<file path="src/rtl/mlp_layer_sequencer_if.sv">
// Handshake/bus bundle between the MLP layer sequencer and its DRAM, GLB, PE-array and PPU neighbours.
// The master modport is the sequencer side and the slave modport is the datapath/environment side.
interface mlp_layer_sequencer_if #(
    parameter int unsigned ADDR_W = 12
);
    logic              start;
    logic [7:0]        in_dim;
    logic [7:0]        out_dim;
    logic              ready;
    logic              ifmap_wen;
    logic              weight_wen;
    logic              bias_wen;
    logic [ADDR_W-1:0] data_address;
    logic              array_en;
    logic              psum_sel;
    logic              array_valid;
    logic              ofmap_wen;
    logic [ADDR_W-1:0] ofmap_addr;
    logic              ppu_en;
    logic              ppu_valid;
    logic              busy;
    logic              done;
    logic              err;
    logic [15:0]       perf_stall;

    modport master (
        input  start, in_dim, out_dim, ready, array_valid, ppu_valid,
        output ifmap_wen, weight_wen, bias_wen, data_address, array_en, psum_sel,
               ofmap_wen, ofmap_addr, ppu_en, busy, done, err, perf_stall
    );

    modport slave (
        output start, in_dim, out_dim, ready, array_valid, ppu_valid,
        input  ifmap_wen, weight_wen, bias_wen, data_address, array_en, psum_sel,
               ofmap_wen, ofmap_addr, ppu_en, busy, done, err, perf_stall
    );
endinterface

</file>
<file path="src/rtl/mlp_layer_sequencer.sv">
// Runtime-configurable layer sequencer for the int8 MLP accelerator: DRAM->GLB loads, PE-array tiling,
// ofmap tile write-back and PPU drain. Define PERF_CNT_EN to build the array-wait stall counter on perf_stall.
module mlp_layer_sequencer #(
    parameter int unsigned DATA_W   = 32,
    parameter int unsigned ARR_ROWS = 8,
    parameter int unsigned ARR_COLS = 8,
    parameter int unsigned MAX_DIM  = 64,
    parameter int unsigned ADDR_W   = 12
) (
    input  logic                  clk,
    input  logic                  rst,
    mlp_layer_sequencer_if.master bus
);

    localparam logic [7:0] PACK = 8'(DATA_W / 8);
    localparam logic [7:0] COLS = 8'(ARR_COLS);
    localparam logic [7:0] ROWS = 8'(ARR_ROWS);
    localparam logic [8:0] MAXD = 9'(MAX_DIM);

    typedef enum logic [3:0] {
        IDLE,
        LD_IFMAP,
        LD_WEIGHT,
        LD_BIAS,
        ISSUE,
        WAIT,
        WR_TILE,
        DRAIN,
        FIN
    } state_t;

    state_t            state;
    state_t            state_nx;

    logic [7:0]        in_dim_q;
    logic [7:0]        out_dim_q;
    logic [7:0]        k_idx;
    logic [7:0]        o_idx;
    logic [7:0]        k_tiles;
    logic [7:0]        o_tiles;
    logic [7:0]        issue_cnt;
    logic [7:0]        rcv_cnt;
    logic [7:0]        rcv_nx;
    logic [ADDR_W-1:0] ld_cnt;
    logic [15:0]       ld_words;
    logic [15:0]       tile_addr;
    logic              cfg_ok;
    logic              ld_state;
    logic              ld_done;
    logic              k_last;
    logic              o_last;
    logic              err_q;

    assign cfg_ok = (bus.in_dim != '0) && (bus.out_dim != '0)
                 && ((bus.in_dim % COLS) == '0) && ((bus.out_dim % ROWS) == '0)
                 && ({1'b0, bus.in_dim} <= MAXD) && ({1'b0, bus.out_dim} <= MAXD);

    assign k_tiles   = in_dim_q / COLS;
    assign o_tiles   = out_dim_q / ROWS;
    assign k_last    = (k_idx == k_tiles - 8'd1);
    assign o_last    = (o_idx == o_tiles - 8'd1);
    assign tile_addr = 16'(o_idx) * 16'(k_tiles) + 16'(k_idx);
    assign ld_state  = (state == LD_IFMAP) || (state == LD_WEIGHT) || (state == LD_BIAS);
    assign ld_done   = (16'(ld_cnt) == ld_words - 16'd1);

    // Receive counter saturates at out_dim so stray ppu_valid pulses cannot overrun it.
    assign rcv_nx = (bus.ppu_valid && (rcv_cnt != out_dim_q)) ? rcv_cnt + 8'd1 : rcv_cnt;

    always_comb begin
        ld_words = 16'd1;
        case (state)
            LD_IFMAP:  ld_words = 16'(in_dim_q / PACK);
            LD_WEIGHT: ld_words = (16'(in_dim_q) * 16'(out_dim_q)) / 16'(PACK);
            LD_BIAS:   ld_words = 16'(out_dim_q);
            default:   ld_words = 16'd1;
        endcase
    end

    always_ff @(posedge clk or posedge rst) begin
        if (rst) begin
            state <= IDLE;
        end else begin
            state <= state_nx;
        end
    end

    always_comb begin
        state_nx = state;
        case (state)
            IDLE: begin
                if (bus.start) begin
                    state_nx = cfg_ok ? LD_IFMAP : FIN;
                end
            end
            LD_IFMAP:  if (bus.ready && ld_done) state_nx = LD_WEIGHT;
            LD_WEIGHT: if (bus.ready && ld_done) state_nx = LD_BIAS;
            LD_BIAS:   if (bus.ready && ld_done) state_nx = ISSUE;
            ISSUE:     state_nx = WAIT;
            WAIT: begin
                if (bus.array_valid) begin
                    state_nx = k_last ? WR_TILE : ISSUE;
                end
            end
            WR_TILE:   state_nx = o_last ? DRAIN : ISSUE;
            DRAIN:     if (rcv_nx == out_dim_q) state_nx = FIN;
            FIN:       state_nx = IDLE;
            default:   state_nx = IDLE;
        endcase
    end

    always_ff @(posedge clk or posedge rst) begin
        if (rst) begin
            in_dim_q  <= '0;
            out_dim_q <= '0;
            err_q     <= 1'b0;
            ld_cnt    <= '0;
            k_idx     <= '0;
            o_idx     <= '0;
            issue_cnt <= '0;
            rcv_cnt   <= '0;
        end else begin
            case (state)
                IDLE: begin
                    if (bus.start) begin
                        in_dim_q  <= bus.in_dim;
                        out_dim_q <= bus.out_dim;
                        err_q     <= !cfg_ok;
                    end
                end
                LD_IFMAP, LD_WEIGHT, LD_BIAS: begin
                    if (bus.ready) begin
                        ld_cnt <= ld_done ? '0 : ld_cnt + 1'b1;
                    end
                end
                WAIT: begin
                    if (bus.array_valid && !k_last) begin
                        k_idx <= k_idx + 8'd1;
                    end
                end
                WR_TILE: begin
                    k_idx <= '0;
                    o_idx <= o_last ? '0 : o_idx + 8'd1;
                end
                DRAIN: begin
                    if (issue_cnt != out_dim_q) begin
                        issue_cnt <= issue_cnt + 8'd1;
                    end
                    rcv_cnt <= rcv_nx;
                end
                FIN: begin
                    issue_cnt <= '0;
                    rcv_cnt   <= '0;
                end
                default: ;
            endcase
        end
    end

    // A single GLB address port: ISSUE/WAIT present the weight/bias tile base o*k_tiles+k.
    always_comb begin
        bus.ifmap_wen    = 1'b0;
        bus.weight_wen   = 1'b0;
        bus.bias_wen     = 1'b0;
        bus.data_address = '0;
        bus.array_en     = 1'b0;
        bus.psum_sel     = 1'b0;
        bus.ofmap_wen    = 1'b0;
        bus.ofmap_addr   = '0;
        bus.ppu_en       = 1'b0;
        bus.busy         = (state != IDLE) && (state != FIN);
        bus.done         = (state == FIN);
        bus.err          = err_q;
        if (ld_state) begin
            bus.data_address = ld_cnt;
        end
        case (state)
            LD_IFMAP:  bus.ifmap_wen  = bus.ready;
            LD_WEIGHT: bus.weight_wen = bus.ready;
            LD_BIAS:   bus.bias_wen   = bus.ready;
            ISSUE: begin
                bus.array_en     = 1'b1;
                bus.psum_sel     = (k_idx != '0);
                bus.data_address = ADDR_W'(tile_addr);
            end
            WAIT: begin
                bus.psum_sel     = (k_idx != '0);
                bus.data_address = ADDR_W'(tile_addr);
            end
            WR_TILE: begin
                bus.ofmap_wen  = 1'b1;
                bus.ofmap_addr = ADDR_W'(o_idx);
            end
            DRAIN: begin
                if (issue_cnt != out_dim_q) begin
                    bus.ppu_en     = 1'b1;
                    bus.ofmap_addr = ADDR_W'(issue_cnt);
                end
            end
            default: ;
        endcase
    end

`ifdef PERF_CNT_EN
    logic [15:0] perf_q;

    always_ff @(posedge clk or posedge rst) begin
        if (rst) begin
            perf_q <= '0;
        end else if ((state == IDLE) && bus.start) begin
            perf_q <= '0;
        end else if ((state == WAIT) && !bus.array_valid && (perf_q != '1)) begin
            perf_q <= perf_q + 16'd1;
        end
    end

    assign bus.perf_stall = perf_q;
`else
    assign bus.perf_stall = '0;
`endif

endmodule

</file>
<file path="src/flat_wrapper.sv">
// flat-port wrapper written by rule: the top's interface ports become plain ports
module mlp_layer_sequencer_flat 
#(
    parameter int unsigned DATA_W   = 32,
    parameter int unsigned ARR_ROWS = 8,
    parameter int unsigned ARR_COLS = 8,
    parameter int unsigned MAX_DIM  = 64,
    parameter int unsigned ADDR_W   = 12
)
  (clk, rst, bus_start, bus_in_dim, bus_out_dim, bus_ready, bus_array_valid, bus_ppu_valid, bus_ifmap_wen, bus_weight_wen, bus_bias_wen, bus_data_address, bus_array_en, bus_psum_sel, bus_ofmap_wen, bus_ofmap_addr, bus_ppu_en, bus_busy, bus_done, bus_err, bus_perf_stall);
  mlp_layer_sequencer_if #(.ADDR_W(ADDR_W)) bus_i ();
  input  logic clk;
  input  logic rst;
  input wire logic [$bits(bus_i.start)-1:0] bus_start;
  input wire logic [$bits(bus_i.in_dim)-1:0] bus_in_dim;
  input wire logic [$bits(bus_i.out_dim)-1:0] bus_out_dim;
  input wire logic [$bits(bus_i.ready)-1:0] bus_ready;
  input wire logic [$bits(bus_i.array_valid)-1:0] bus_array_valid;
  input wire logic [$bits(bus_i.ppu_valid)-1:0] bus_ppu_valid;
  output wire logic [$bits(bus_i.ifmap_wen)-1:0] bus_ifmap_wen;
  output wire logic [$bits(bus_i.weight_wen)-1:0] bus_weight_wen;
  output wire logic [$bits(bus_i.bias_wen)-1:0] bus_bias_wen;
  output wire logic [$bits(bus_i.data_address)-1:0] bus_data_address;
  output wire logic [$bits(bus_i.array_en)-1:0] bus_array_en;
  output wire logic [$bits(bus_i.psum_sel)-1:0] bus_psum_sel;
  output wire logic [$bits(bus_i.ofmap_wen)-1:0] bus_ofmap_wen;
  output wire logic [$bits(bus_i.ofmap_addr)-1:0] bus_ofmap_addr;
  output wire logic [$bits(bus_i.ppu_en)-1:0] bus_ppu_en;
  output wire logic [$bits(bus_i.busy)-1:0] bus_busy;
  output wire logic [$bits(bus_i.done)-1:0] bus_done;
  output wire logic [$bits(bus_i.err)-1:0] bus_err;
  output wire logic [$bits(bus_i.perf_stall)-1:0] bus_perf_stall;
  assign bus_i.start = bus_start;
  assign bus_i.in_dim = bus_in_dim;
  assign bus_i.out_dim = bus_out_dim;
  assign bus_i.ready = bus_ready;
  assign bus_i.array_valid = bus_array_valid;
  assign bus_i.ppu_valid = bus_ppu_valid;
  assign bus_ifmap_wen = bus_i.ifmap_wen;
  assign bus_weight_wen = bus_i.weight_wen;
  assign bus_bias_wen = bus_i.bias_wen;
  assign bus_data_address = bus_i.data_address;
  assign bus_array_en = bus_i.array_en;
  assign bus_psum_sel = bus_i.psum_sel;
  assign bus_ofmap_wen = bus_i.ofmap_wen;
  assign bus_ofmap_addr = bus_i.ofmap_addr;
  assign bus_ppu_en = bus_i.ppu_en;
  assign bus_busy = bus_i.busy;
  assign bus_done = bus_i.done;
  assign bus_err = bus_i.err;
  assign bus_perf_stall = bus_i.perf_stall;
  mlp_layer_sequencer #(.DATA_W(DATA_W), .ARR_ROWS(ARR_ROWS), .ARR_COLS(ARR_COLS), .MAX_DIM(MAX_DIM), .ADDR_W(ADDR_W)) u_core (.clk(clk), .rst(rst), .bus(bus_i));
endmodule
</file>
<file path="config.mk">
export PLATFORM = sky130hd
export DESIGN_NAME = mlp_layer_sequencer_flat
export DESIGN_NICKNAME = d
export VERILOG_FILES = /design/src/rtl/mlp_layer_sequencer_if.sv /design/src/rtl/mlp_layer_sequencer.sv /design/src/flat_wrapper.sv
export SDC_FILE = /design/constraint.sdc
export NUM_CORES = 1
export LEC_CHECK = 0
export CORE_AREA = 2 2 128 130
export CTS_BUF_LIST = sky130_fd_sc_hd__clkbuf_4
export DETAILED_ROUTE_END_ITERATION = 10
export DIE_AREA = 0 0 130 132
export GPL_TIMING_DRIVEN = 0
export PLACE_DENSITY = 0.76
export SLEW_MARGIN = 40
export SYNTH_ARGS = -nofsm -noshare
export SYNTH_HDL_FRONTEND = slang
export SYNTH_SLANG_ARGS = --single-unit
</file>
<file path="constraint.sdc">
create_clock -name clk -period 5.7 [get_ports clk]
set_clock_uncertainty 0.15 [all_clocks]
set_input_delay 1.14 -clock clk [delete_from_list [all_inputs] [get_ports clk]]
set_output_delay 1.14 -clock clk [all_outputs]
set_load 0.005 [all_outputs]
</file>
; ---- Yosys cells after proc, flatten, opt, wreduce, memory -nomap -nowiden
; Cells that the tools add are included.
[classes]
add_sub_neg = 9
n_mul = 2
n_lt_le_gt_ge = 2
n_eq_ne = 23
mux = 31
n_reduce_logical = 29
[op_table]
columns = operator, count
row1 = one-hot mux 8 bit (2 select lines), 3
row2 = one-hot mux 14 bit (3 select lines), 1
row3 = 2-to-1 mux 8 bit, 5
row4 = 2-to-1 mux 12 bit, 3
row5 = "adder 8 x 1 -> 8 bit, second input constant", 4
row6 = one-hot mux 4 bit (8 select lines), 1
row7 = 2-to-1 mux 4 bit, 7
row8 = == test 8 bit, 3
row9 = one-hot mux 12 bit (2 select lines), 1
row10 = nonzero test 8 bit, 3
row11 = == test 12 x 16 -> 1 bit, 1
row12 = "== test 4 x 3 -> 1 bit, second input constant", 4
row13 = "<= comparator 8 x 7 -> 1 bit, second input constant", 2
row14 = zero test 8 bit, 2
row15 = multiplier 8 x 8 -> 16 bit, 1
row16 = inequality test 8 bit, 2
row17 = "subtractor 14 x 1 -> 15 bit, second input constant", 1
row18 = "adder 12 x 1 -> 12 bit, second input constant", 1
row19 = adder 12 x 8 -> 12 bit, 1
row20 = multiplier 8 x 5 -> 12 bit, 1
row21 = "subtractor 5 x 1 -> 6 bit, second input constant", 2
row22 = "inequality test 2 bit, second input constant", 5
row23 = logical AND 1 bit, 9
row24 = "== test 4 x 2 -> 1 bit, second input constant", 2
row25 = other kinds (15), 31
[totals]
register_bits = 65
inputBits = 22
output_inout_bits = 50

; ---- Depth between registers and ports, before layout
; Gate-level depths: netlist (run 1).
[logic_depth]
ltp_word = 9
depth_mapped = 23

; ---- Worst setup path before layout (run 1)
; No wires, ideal clock.
[synth_timing]
path_kind = reg-to-reg
from = reg u_core.in_dim_q[5]
to = reg u_core.state[0]
setup_time_ns = 0.128
t_arrival_ns = 5.956
required_ns = 5.422
path_slack_ns = -0.534
path_stages_with_launch = 21
path_buffers = 2
period_less_slack_ns = 6.234
path_cell_list = dfrtp_1 -> clkbuf_1 -> clkbuf_1 -> nand2_1 -> fa_1 -> fa_1 -> fa_1 -> inv_1 -> fa_1 -> ha_1 -> o21a_1 -> o22ai_1 -> a211oi_1 -> o21a_1 -> nor3_1 -> and3b_1 -> a22o_1 -> a2111oi_2 -> nand4_1 -> a21o_1 -> mux2_1
[synth_between]
elab_chain_cells = 7
elab_cells_between_ends = 9
[synth_rtl]
columns = item, line
row1 = "start, declared", mlp_layer_sequencer.sv:35  ; logic [7:0] in_dim_q;
row2 = "start signal, assigned", mlp_layer_sequencer.sv:125  ; in_dim_q <= bus.in_dim;
row3 = multiplier 8 x 8 -> 16 bit, mlp_layer_sequencer.sv:73  ; LD_WEIGHT: ld_words = (16'(in_dim_q) * 16'(out_dim_q)) / 16'(PACK);
row4 = one-hot mux 14 bit (3 select lines) (*), mlp_layer_sequencer.sv:71  ; case (state)
row5 = subtractor 14 x 1 -> 15 bit (*), mlp_layer_sequencer.sv:64  ; assign ld_done = (16'(ld_cnt) == ld_words - 16'd1);
row6 = == test 12 x 16 -> 1 bit (*), mlp_layer_sequencer.sv:64
row7 = logical AND 1 bit (*), "mlp_layer_sequencer.sv:95, mlp_layer_sequencer.sv:96, mlp_layer_sequencer.sv:97"
row8 = inequality test 2 bit (no source line), --
row9 = AND reduction 6 bit (no source line) (*), --
row10 = "end signal, assigned", mlp_layer_sequencer.sv:83  ; state <= state_nx;
row11 = "end, declared", mlp_layer_sequencer.sv:32  ; state_t state;
; Every way passes the cells marked *; elsewhere a longest branch is shown, timed or not.
; A chain may end at the register's enable or synchronous reset.

; ---- Worst setup path after layout (run 1)
[layout_timing]
from = reg u_core.in_dim_q[3]
to = reg u_core.state[0]
; The elaborated chain is that of the path after synthesis.

==> impl_metrics.env, run 1 <==
export IMPL_outcome="complete, but fails checks"
export IMPL_violations="setup timing"
export IMPL_n_antenna_cell=0
export IMPL_cts_tree="done"
export IMPL_drive_above_1_share_pct=25.1
export IMPL_initial_core_util_pct=53.9
export IMPL_yosysMostFrequentCell="nand2_1"
export IMPL_critPathBufInv=4
export IMPL_crit_path_max_fanout=5
export IMPL_cts_hold_buf=0
export IMPL_clkTransAtPathRegs_ns=0.14
export IMPL_ys_top_cells_by_area="dfrtp_1 (19%), fa_1 (14%), ha_1 (9.5%), nand2_1 (4.9%), inv_1 (4.3%)"
export IMPL_min_period_ns=6.06
export IMPL_final_util_pct=69.6
export IMPL_antenna_found_initial=0
export IMPL_yosys_area_top_type="dfrtp_1"
export IMPL_critPathMostFrequentCell="fa_1"
export IMPL_die_x_um=130
export IMPL_yosys_warnings=0
export IMPL_drtPass1Iterations=5
export IMPL_rows=46
export IMPL_gp_congestion=0.895
export IMPL_critPathMaxStageDelay_ns=0.55
export IMPL_whs_endpoint="u_core.rcv_cnt[7]$_DFFE_PP0P_"
export IMPL_io_buffers=51
export IMPL_fin_tns_setup_ns=-1.87
export IMPL_hp_class="flip-flop to flip-flop"
export IMPL_place_inst=1280
export IMPL_worst_path_dominant_cell_family="adder cells"
export IMPL_grt_pass1_wl_um=38700
export IMPL_path_cells="clkbuf_8 > clkbuf_16 > nand2_1 > fa_1 > fa_1 > fa_1 > fa_1 > inv_2 > ha_4 > buf_4 > nand2_1 > o211ai_1 > a21oi_2 > a31o_2 > nor4_4 > and3b_1 > o211ai_1 > a2111oi_4 > nand4_1 > a21o_1 > mux2_4"
export IMPL_drt_iter0_drc=739
export IMPL_synth_ff_type="dfrtp_1"
export IMPL_yosysSeqAreaShare_pct=19.2
export IMPL_synth_commonest_cells="nand2_1 (110), inv_1 (98), dfrtp_1 (65), ha_1 (64), fa_1 (61)"
export IMPL_grt_usage_pct=28.5
export IMPL_r2r_end="u_core.state[0]$_DFFE_PP0P_"
export IMPL_drc=0
export IMPL_synth_seq_cells=65
export IMPL_viasPerCell=5.84
export IMPL_critPathSlowestCell="fa_1"
export IMPL_rsz0062_at_grt="yes"
export IMPL_cts_buffers=9
export IMPL_fin_cells=1357
export IMPL_drt_wirelength_per_cell_um=18.7
export IMPL_fmax_ghz=0.165
export IMPL_worst_skew_pair_late_latency_ns=0.47
export IMPL_overflow=0
export IMPL_regToRegSetupSlack_ns=-0.36
export IMPL_die_area_um2=17200
export IMPL_final_antenna_net_count=0
export IMPL_num_io_pins=72
export IMPL_worst_slack_ns=-0.362
export IMPL_die_h_um=132
export IMPL_cp_data_required_time_ns=5.92
export IMPL_max_cap_violations=0
export IMPL_reg2reg_depth=21
export IMPL_wl_um=25300
export IMPL_cp_start_kind="flip-flop"
export IMPL_setup_violations=14
export IMPL_vias=7920
export IMPL_syn_inst=993
export IMPL_crit_arrival_ns=6.28
export IMPL_async_flop_share_pct=100
export IMPL_grt_max_degree=43
export IMPL_syn_area_per_cell_um2=8.53
export IMPL_post_place_ws_ns=-0.845
export IMPL_areaGrowthSynthToFinish_pct=29.2
export IMPL_fillCellCount=1160
export IMPL_synth_edf_count=0
export IMPL_hpwl_um=17400
export IMPL_synth_top_area_share_pct=19.2
export IMPL_final_nets=1283
export IMPL_min_period_over_period_pct=106
export IMPL_finalHoldViolations=0
export IMPL_report_final_slew_viol_count=0
export IMPL_hold_start="u_core.rcv_cnt[7]$_DFFE_PP0P_"
export IMPL_grt_pass1_vias=7564
export IMPL_critPathCaptureType="flip-flop"
export IMPL_yosysUniqueCellTypes=84
export IMPL_tightest_slew_ns=0.765
export IMPL_ctsLongestPathBuffers=2
export IMPL_r2r_start="u_core.in_dim_q[3]$_DFFE_PP0P_"
export IMPL_htreeDepth=3
export IMPL_max_slew_margin_pct=48.2
export IMPL_critical_path_class="flip-flop to flip-flop"
export IMPL_core_area_um2=15700
export IMPL_synth_area_um2=8470
export IMPL_hold_depth=1
export IMPL_cts_root_buf="clkbuf_4"
export IMPL_clock_sinks=65
-- state kept, by name, indices dropped and copies added, names as in the netlist --
register and cells:
u_core.bus.err 1, u_core.in_dim_q 8, u_core.issue_cnt 8, u_core.k_idx 8, u_core.ld_cnt 12, u_core.o_idx 8
u_core.out_dim_q 8, u_core.rcv_cnt 8, u_core.state 4
-- cells in the final DEF, fill, tap and decap left out, drive strengths merged, types with 7 or more instances in the layout --
cell,n
buf,105
nand4,8
clkdlybuf4s50,45
dfrtp,65
a21oi,34
nand2b,18
xor2,38
nor2,52
clkbuf,47
a22o,18
conb,20
nor2b,7
mux2,20
nor4,9
a21o,12
o21ai,26
xnor2,42
ha,64
inv,100
and3,14
nor3,23
mux2i,11
fa,61
nand2,110
nand3,29
or3,7
and2,51
-- cell type report --
class | instances | area [um2] | share of cell area, %
Buffer | 66 | 594 | 5.43
Clock buffer | 9 | 67.6 | 0.617
Clock inverter | 7 | 101 | 0.926
Inverter | 99 | 377 | 3.44
Multi-Input combinational cell | 772 | 6790 | 62.1
Sequential cell | 65 | 1630 | 14.9
Tap cell | 216 | 270 | 2.47
Timing Repair Buffer | 123 | 1100 | 10.1
-- cell families (layout without fill, tap and decap cells) --
group,Yosys count,after routing,share of synthesized area (%)
multiplexers,31,31,4.00
XOR/XNOR,81,81,8.54
buffers and inverters,175,304,8.83
flip-flops,65,65,19.2
AND/OR/NAND/NOR,355,355,21.7
adder cells (fa/ha/maj),125,125,23.9
AO/OA/AOI/OAI,160,160,13.8
other,1,20,0.0443
-- worst max path at each step --
stage                                               start                          end  slack, ns  depth (start not counted)
after floorplan           u_core.out_dim_q[3]$_DFFE_PP0P_  u_core.state[0]$_DFFE_PP0P_      0.003                         20
after global placement    u_core.out_dim_q[4]$_DFFE_PP0P_  u_core.state[1]$_DFFE_PP0P_      -0.68                         22
after detailed placement  u_core.out_dim_q[4]$_DFFE_PP0P_  u_core.state[0]$_DFFE_PP0P_      -0.85                         22
after CTS                  u_core.in_dim_q[5]$_DFFE_PP0P_  u_core.state[0]$_DFFE_PP0P_      -0.25                         20
after global routing      u_core.out_dim_q[4]$_DFFE_PP0P_  u_core.state[0]$_DFFE_PP0P_      -0.53                         22
final                      u_core.in_dim_q[3]$_DFFE_PP0P_  u_core.state[0]$_DFFE_PP0P_      -0.36                         21
-- per-layer routing --
metal / track usage [%] / share of wire [%] / routed length (um) / vias up
li1: - / - / - / 3612
met1: 38.6 / 41 / 10500 / 3865
met2: 46.1 / 47 / 12000 / 377
met3: 5.48 / 7.5 / 1890 / 66
met4: 9.08 / 3.8 / 964 / 0
met5: 0 / 0 / 0 / -
-- metrics by stage --
step | hold WS [ns] | area, um2
floorplan | 0.322 | 8700
global placement | 0.341 | 9480
detailed placement | 0.344 | 9520
CTS | 0.361 | 10500
global route | 0.412 | 10900
finish | 0.379 | 10900
-- what timing repair did --
item                                   4_1_cts  5_1_grt
setup endpoints to repair                   23       21
cloned                                       1        1
resized for setup                          112       86
pin swaps                                   73       84
endpoints found under the hold margin        0        0
buffers inserted                            38       33
Power of run 1 is not shown: default switching activity piles up to over one toggle a cycle in this logic, so the estimate is an artifact.
==> run 2, diff against run 1 <==
--- a/config.mk
+++ b/config.mk
@@ -7,6 +7,7 @@
 export LEC_CHECK = 0
 export CORE_AREA = 2 2 128 130
 export CTS_BUF_LIST = sky130_fd_sc_hd__clkbuf_4
+export CTS_CLUSTER_DIAMETER = 80
 export DETAILED_ROUTE_END_ITERATION = 10
 export DIE_AREA = 0 0 130 132
 export GPL_TIMING_DRIVEN = 0
==> results of run 2 <==
The final DEF is identical to that of run 1; final timing and power are the same.
Power of run 2 is left out for the same reason.
